==> src/rtl/delta_sigma_out_if.sv <==
// Sample write port from the synth core into the delta-sigma output stage.
// Fire-and-forget: no ready, one write per cycle.
interface delta_sigma_out_if #(
  parameter int SAMPLE_W = 10
);
  logic                       smp_valid;
  logic [2:0]                 smp_chan;
  logic signed [SAMPLE_W-1:0] smp_value;

  modport master (output smp_valid, output smp_chan, output smp_value);
  modport slave  (input  smp_valid, input  smp_chan, input  smp_value);
endinterface

==> src/rtl/delta_sigma_out.sv <==
// Eight-channel first-order delta-sigma output stage with frame-synchronous commit.
// Optional LFSR carry-in dither is enabled by defining DELTA_SIGMA_DITHER_EN.
module delta_sigma_lane #(
  parameter int SAMPLE_W = 10
) (
  input  logic                       clk,
  input  logic                       rst,
  input  logic                       wr_en,
  input  logic signed [SAMPLE_W-1:0] wr_value,
  input  logic                       commit,
  input  logic                       cin,
  output logic                       bit_out
);
  logic signed [SAMPLE_W-1:0] shadow;
  logic signed [SAMPLE_W-1:0] active;
  logic        [SAMPLE_W-1:0] acc;
  logic        [SAMPLE_W-1:0] u;
  logic        [SAMPLE_W:0]   sum;

  // Flipping the MSB turns signed midscale into the unsigned half-scale code.
  assign u   = {~active[SAMPLE_W-1], active[SAMPLE_W-2:0]};
  assign sum = {1'b0, acc} + {1'b0, u} + {{SAMPLE_W{1'b0}}, cin};

  always_ff @(posedge clk or posedge rst) begin
    if (rst) begin
      shadow  <= '0;
      active  <= '0;
      acc     <= '0;
      bit_out <= 1'b0;
    end else begin
      if (wr_en)  shadow <= wr_value;
      // Same-cycle write: commit takes the old shadow, which is the pre-edge value.
      if (commit) active <= shadow;
      acc     <= sum[SAMPLE_W-1:0];
      bit_out <= sum[SAMPLE_W];
    end
  end
endmodule

module delta_sigma_out #(
  parameter int SAMPLE_W = 10,
  parameter int NUM_CH   = 8
) (
  input  logic              IO_main_clk,
  input  logic              IO_rst,
  input  logic              IO_audio_clk,
  delta_sigma_out_if.slave  smp,
  output logic [NUM_CH-1:0] IO_chan,
  output logic [NUM_CH-1:0] IO_stale
);
  logic [NUM_CH-1:0] written;
  logic [NUM_CH-1:0] written_nxt;
  logic [NUM_CH-1:0] cin;

`ifdef DELTA_SIGMA_DITHER_EN
  logic [15:0] lfsr;

  // Right-shifting Galois form of x^16+x^14+x^13+x^11+1.
  always_ff @(posedge IO_main_clk or posedge IO_rst) begin
    if (IO_rst) lfsr <= 16'hACE1;
    else        lfsr <= {1'b0, lfsr[15:1]} ^ (lfsr[0] ? 16'hB400 : 16'h0000);
  end

  assign cin = lfsr[NUM_CH-1:0];
`else
  assign cin = '0;
`endif

  // A write on the commit edge belongs to the new frame, so it survives the clear.
  always_comb begin
    written_nxt = IO_audio_clk ? '0 : written;
    if (smp.smp_valid) written_nxt[smp.smp_chan] = 1'b1;
  end

  always_ff @(posedge IO_main_clk or posedge IO_rst) begin
    if (IO_rst) begin
      written  <= '0;
      IO_stale <= '0;
    end else begin
      written <= written_nxt;
      if (IO_audio_clk) IO_stale <= ~written;
    end
  end

  for (genvar n = 0; n < NUM_CH; n++) begin : g_lane
    delta_sigma_lane #(.SAMPLE_W(SAMPLE_W)) u_lane (
      .clk      (IO_main_clk),
      .rst      (IO_rst),
      .wr_en    (smp.smp_valid && (smp.smp_chan == 3'(n))),
      .wr_value (smp.smp_value),
      .commit   (IO_audio_clk),
      .cin      (cin[n]),
      .bit_out  (IO_chan[n])
    );
  end
endmodule

==> src/flat_wrapper.sv <==
// flat-port wrapper written by rule: the top's interface ports become plain ports
module delta_sigma_out_flat 
#(
  parameter int SAMPLE_W = 10,
  parameter int NUM_CH   = 8
)
  (IO_main_clk, IO_rst, IO_audio_clk, IO_chan, IO_stale, smp_smp_valid, smp_smp_chan, smp_smp_value);
  delta_sigma_out_if #(.SAMPLE_W(SAMPLE_W)) smp_i ();
  input  logic IO_main_clk;
  input  logic IO_rst;
  input  logic IO_audio_clk;
  output logic [NUM_CH-1:0] IO_chan;
  output logic [NUM_CH-1:0] IO_stale;
  input wire logic [$bits(smp_i.smp_valid)-1:0] smp_smp_valid;
  input wire logic [$bits(smp_i.smp_chan)-1:0] smp_smp_chan;
  input wire logic [$bits(smp_i.smp_value)-1:0] smp_smp_value;
  assign smp_i.smp_valid = smp_smp_valid;
  assign smp_i.smp_chan = smp_smp_chan;
  assign smp_i.smp_value = smp_smp_value;
  delta_sigma_out #(.SAMPLE_W(SAMPLE_W), .NUM_CH(NUM_CH)) u_core (.IO_main_clk(IO_main_clk), .IO_rst(IO_rst), .IO_audio_clk(IO_audio_clk), .smp(smp_i), .IO_chan(IO_chan), .IO_stale(IO_stale));
endmodule
==> config.mk <==
export PLATFORM = sky130hd
export DESIGN_NAME = delta_sigma_out_flat
export DESIGN_NICKNAME = d
export VERILOG_FILES = /design/src/rtl/delta_sigma_out_if.sv /design/src/rtl/delta_sigma_out.sv /design/src/flat_wrapper.sv
export SDC_FILE = /design/constraint.sdc
export NUM_CORES = 1
export LEC_CHECK = 0
export CELL_PAD_IN_SITES_DETAIL_PLACEMENT = 2
export CELL_PAD_IN_SITES_GLOBAL_PLACEMENT = 2
export CORE_MARGIN = 5
export CORE_UTILIZATION = 47
export DETAILED_ROUTE_END_ITERATION = 8
export PLACE_DENSITY = 0.88
export SLEW_MARGIN = 20
export SYNTH_ARGS = -nofsm -noshare
export SYNTH_HDL_FRONTEND = slang
export SYNTH_SLANG_ARGS = --single-unit
export TNS_END_PERCENT = 20
==> constraint.sdc <==
create_clock -name IO_main_clk -period 28.4 [get_ports IO_main_clk]
set_input_delay 8.52 -clock IO_main_clk [delete_from_list [all_inputs] [get_ports IO_main_clk]]
set_output_delay 8.52 -clock IO_main_clk [all_outputs]
set_load 0.05 [all_outputs]
After elaboration in Yosys (flattened, before gate mapping)
Cells that the tools add are included.
- multiplexer cells: 4
- reductions and logical operators: 10
- equality and inequality tests: 7
- add/subtract/negate cells: 8
- $lt $le $gt $ge: 2
- bitwise operators: 10
- operator list (kind ; count):
    10-bit by 10-bit adder with 11-bit output ; 8
    8-bit 2-to-1 mux ; 2
    3-bit equality test (second input constant) ; 4
    1-bit logical AND ; 9
    1-bit inverter ; 8
    8-bit inverter ; 1
    8-bit OR ; 1
    3-bit by 2-bit equality test with 1-bit output (second input constant) ; 2
    3-bit by 4-bit < comparator with 1-bit output (second input constant) ; 1
    1-bit demux with 3-bit select ; 1
    3-bit by 1-bit equality test with 1-bit output (second input constant) ; 1
    3-bit by 1-bit greater-or-equal comparator with 1-bit output (second input constant) ; 1
    3-bit zero test ; 1
    1-bit 2-to-1 mux ; 1
- register bits after elaboration: 264
- output and inout bits: 16
- input port bits: 17
- word-level logic and storage cells: 75

Longest topological paths before layout
- word-level depth: 6
- depth in mapped cells: 8

Cells and area by module
A second synthesis with hierarchy kept.
- cell total of the unflattened synthesis: 949
- area, all modules: 12275.5 µm²
- modules (own cells, without submodules) (module ; area an instance (µm²) ; cells an instance ; instances):
    delta_sigma_lane ; 1447.6 ; 111 ; 8
    delta_sigma_out ; 694.4 ; 61 ; 1

Least setup slack after synthesis
Ideal clock, no wire load.
- kind: in2reg
- start point: input port smp_smp_chan[1]
- end point: register u_core.g_lane[1].u_lane.shadow[0]
- arrival time: 9.485 ns
- data required time: 28.275 ns
- path slack: 18.790 ns
- cell stages on the path: 4
- buffers on the path: 1
- setup time: 0.125 ns
- cells stage by stage: nand2b_1 > nor3b_1 > buf_2 > mux2_2
- word-level cells in the longest chain between the ends: 2
- ends and longest elaborated chain (what ; line ; text):
    start, declared ; flat_wrapper.sv:15 ; input wire logic [$bits(smp_i.smp_chan)-1:0] smp_smp_chan;
    3-bit by 1-bit equality test with 1-bit output ; delta_sigma_out.sv:89 ; .wr_en (smp.smp_valid && (smp.smp_chan == 3'(n))),
    1-bit logical AND ; delta_sigma_out.sv:89 ;
    end signal, assigned ; delta_sigma_out.sv:31 ; if (wr_en) shadow <= wr_value;
    end, declared ; delta_sigma_out.sv:14 ; logic signed [SAMPLE_W-1:0] shadow;
No other way between the ends.
A chain may end at the register's enable or synchronous reset.

Final worst setup path
- start point: register u_core.IO_stale[5]
- end point: output port IO_stale[5]
- RTL lines (what ; line ; text):
    start, declared ; delta_sigma_out.sv:49 ; output logic [NUM_CH-1:0] IO_stale
    start signal, assigned ; delta_sigma_out.sv:81 ; if (IO_audio_clk) IO_stale <= ~written;
    end, declared ; flat_wrapper.sv:13 ; output logic [NUM_CH-1:0] IO_stale;
No word-level cell between the ends.

==> metrics.cfg <==
[run_status]
outcome = finished, final reports clean

[final_layout]
postLayoutCellArea_sq_um = 13570
n_fill_cell = 2367
nets = 1071
seqCellArea_sq_um = 6606
area_growth_pct = 13.37
drive_above_1_share = 0.2166
num_antenna_cells = 0
multi_input_area_sq_um = 5022
stdcell_count = 1318
fin_util = 0.5406
final_common_cell = dfrtp_1
layout_common_cells = 264 x dfrtp_1, 150 x mux2_2, 80 x ha_1, 51 x inv_1, 49 x o21ai_0

[sta]
setup_viol = 0
tightest_slew_ps = 1065
timing.fmax_ghz = 0.09686
period_share = 0.3635
fin_skew_ps = 19.16
slew_viol_final = 0
rsz0062_at_grt = no
tns_ps = 0
hold_violations = 0
relSlewSlack = 0.2869
holdWs_ps = 470.2
setup_ws_ps = 18080
fin_crit_ps = 10320

[synth]
netlist_top_cells_area = dfrtp_1 55%, mux2_2 14%, ha_1 8.4%
yosysTopAreaCellShare = 0.5518
synth_nets = 1031
syn_area_per_cell_sq_um = 12.93
syn_inst = 926
syn-cell-area_sq_um = 11970
yosysSeqAreaShare = 0.5518
synth_cell_types = 44
yosys_warnings = 0
synth-seq-cells = 264
synth_top_area_cell = dfrtp_1

[cts]
post_cts.repair.setup_buffers = 0
clock_latency_ps = 550
cts_made_buffers = 29
clkSlewWorstSetupHoldPaths_ps = 70
cts-root-buf = clkbuf_16
cts_hold_buffers = 0
cts_buffer_depth = 3
cts_resized = 0
htreeDepth = 1
clkSinkCount = 264
cts_tree = done

[pwr]
internal_power_mw = 1.018
power_leakage_nw = 6.114
p_sw_frac = 0.3898
pwr-share-seq = 0.349
clkPwrFrac = 0.231
ir_drop_mv = 0.05789
power.switching_uw = 650.2
fin_total_pwr_mw = 1.668
p_per_area_nw_per_um2 = 122.9
p_comb_frac = 0.421

[critical_path]
crit_slowest_cell = clkdlybuf4s50_1
critPathArrivalTime_ps = 1800
crit_family = buffers and inverters
crit_path_start_kind = flop
worstPathMaxFanout = 2
cp_slowest_stage_delay_ps = 830
crit_buf_inv = 1
cp.required_ps = 19880
cp_cell_sequence = clkdlybuf4s50_1
cp-end-kind = primary output
criticalPathCategory = flop to primary output

[flow_run]
maxCapViolations = 0

[min_path]
hp-class = flop to flop

[floorplanning]
core-area_sq_um = 25110
die_h_um = 169.6
die_w_um = 169.6
ioPinCount = 33
fp-row-count = 58
dieArea_sq_um = 28770
initial_utilization = 0.4768

[global_routing]
grt_overflow = 0
grt.total_usage = 0.2595
grt_pass1_wl_um = 57190
grt_max_degree = 134
grt_pass1_vias = 9370
antenna_found_initial = 0

[route]
vias = 7668
post_drt_wl_per_cell_um = 27.75
routed_wl_um = 36580
drt_iter0_markers = 324
via_per_inst = 5.818
drc = 0
first_pass_iters = 6
ant_nets = 0

[placement]
gp_congestion = 0.7632
dp_cells = 1265
io_buffers = 32
placed_cell_area_sq_um = 12600
hpwl_um = 20870
place_ws_ps = 17680

-- layer usage --
| metal | share of wire | track usage |
|---|---|---|
| met1 | 0.38 | 0.2921 |
| met2 | 0.55 | 0.4972 |
| met5 | 0 | 0 |
| met4 | 0.036 | 0.08470 |
| met3 | 0.033 | 0.04146 |
-- power by group through the flow --
stage                     clock (mW)  combinational, mW  sequential, mW
after detailed placement           0              0.651           0.576
after global routing           0.411              0.761           0.589
after global placement             0              0.581           0.561
after CTS                      0.393              0.704           0.582
after floorplan                    0              0.491           0.552
final                          0.385              0.702           0.581
-- area by class of cell --
cell class / count / share of cell area
flip-flops and latches: 264 / 0.4867
multi-input cells: 581 / 0.3700
clock buffers: 39 / 0.06139
well taps: 330 / 0.03042
repair buffers: 37 / 0.02618
inverters: 53 / 0.01521
clock inverters: 14 / 0.01005
-- cell usage after synthesis --
library cell,n
nand2_1,38
and3_4,1
o21bai_2,1
nand4_1,2
o2111ai_1,2
nor3b_1,6
a2111oi_2,1
inv_1,52
fa_1,8
xor2_1,15
nand2b_1,3
a21o_1,19
a221oi_1,2
nor2_1,26
nor3_1,20
mux2_2,150
nand3_1,6
buf_4,9
o21a_1,2
xnor2_1,41
a21oi_1,42
buf_2,13
a211oi_1,15
and4_1,5
a311o_1,2
a31oi_1,3
and2_0,1
nand4b_1,3
dfrtp_1,264
clkbuf_1,6
nor2b_1,8
and3_1,3
a21boi_0,4
a21oi_2,1
o31ai_1,1
a2111oi_4,1
nor4_1,2
mux2i_1,2
o21ai_0,49
ha_1,80
clkinv_1,1
a2111oi_0,7
o21bai_1,3
a211o_1,6
-- flip-flops by register name (all words and copies together) (netlist names) --
| name | flops |
|---|---|
| u_core.g_lane.u_lane.active | 80 |
| u_core.g_lane.u_lane.shadow | 80 |
| u_core.g_lane.u_lane.acc | 80 |
| u_core.written | 8 |
| u_core.g_lane.u_lane.bit_out | 8 |
| u_core.IO_stale | 8 |
-- cells by family after synthesis --
logic type / count (synthesis) / synth area share
buf+inv: 81 / 0.02957
flops: 264 / 0.5518
simple gates: 124 / 0.05142
mux: 152 / 0.1428
fa+ha+maj: 88 / 0.09698
xor+xnor: 56 / 0.04097
compound gates: 161 / 0.08653
-- worst paths after layout --
| check | startpoint | end | slack (ps) | cells after the start |
|---|---|---|---|---|
| max | u_core.IO_stale[5]$_DFFE_PP0P_ | IO_stale[5] | 18080 | 1 |
| min in group asynchronous | IO_rst | u_core.g_lane[6].u_lane.acc[9]$_DFF_PP0_ | 8530 | 2 |
| max in group asynchronous | IO_rst | u_core.g_lane[3].u_lane.active[5]$_DFFE_PP0P_ | 18240 | 3 |
| max reg2reg | u_core.g_lane[2].u_lane.active[0]$_DFFE_PP0P_ | u_core.g_lane[2].u_lane.acc[6]$_DFF_PP0_ | 25750 | 8 |
| min reg2reg | u_core.g_lane[4].u_lane.acc[0]$_DFF_PP0_ | u_core.g_lane[4].u_lane.acc[0]$_DFF_PP0_ | 470 | 1 |
| min | u_core.g_lane[4].u_lane.acc[0]$_DFF_PP0_ | u_core.g_lane[4].u_lane.acc[0]$_DFF_PP0_ | 470 | 1 |
-- worst reg2reg max path, cell delays in order (launching register included) --
cell and delay (ps):
dfrtp_1 440, ha_1 290, inv_1 80, fa_1 410
nor2b_1 130, o21ai_0 160, a21boi_0 560, nor4_1 120
a311o_1 340
Power figures use the tool's default switching activity.
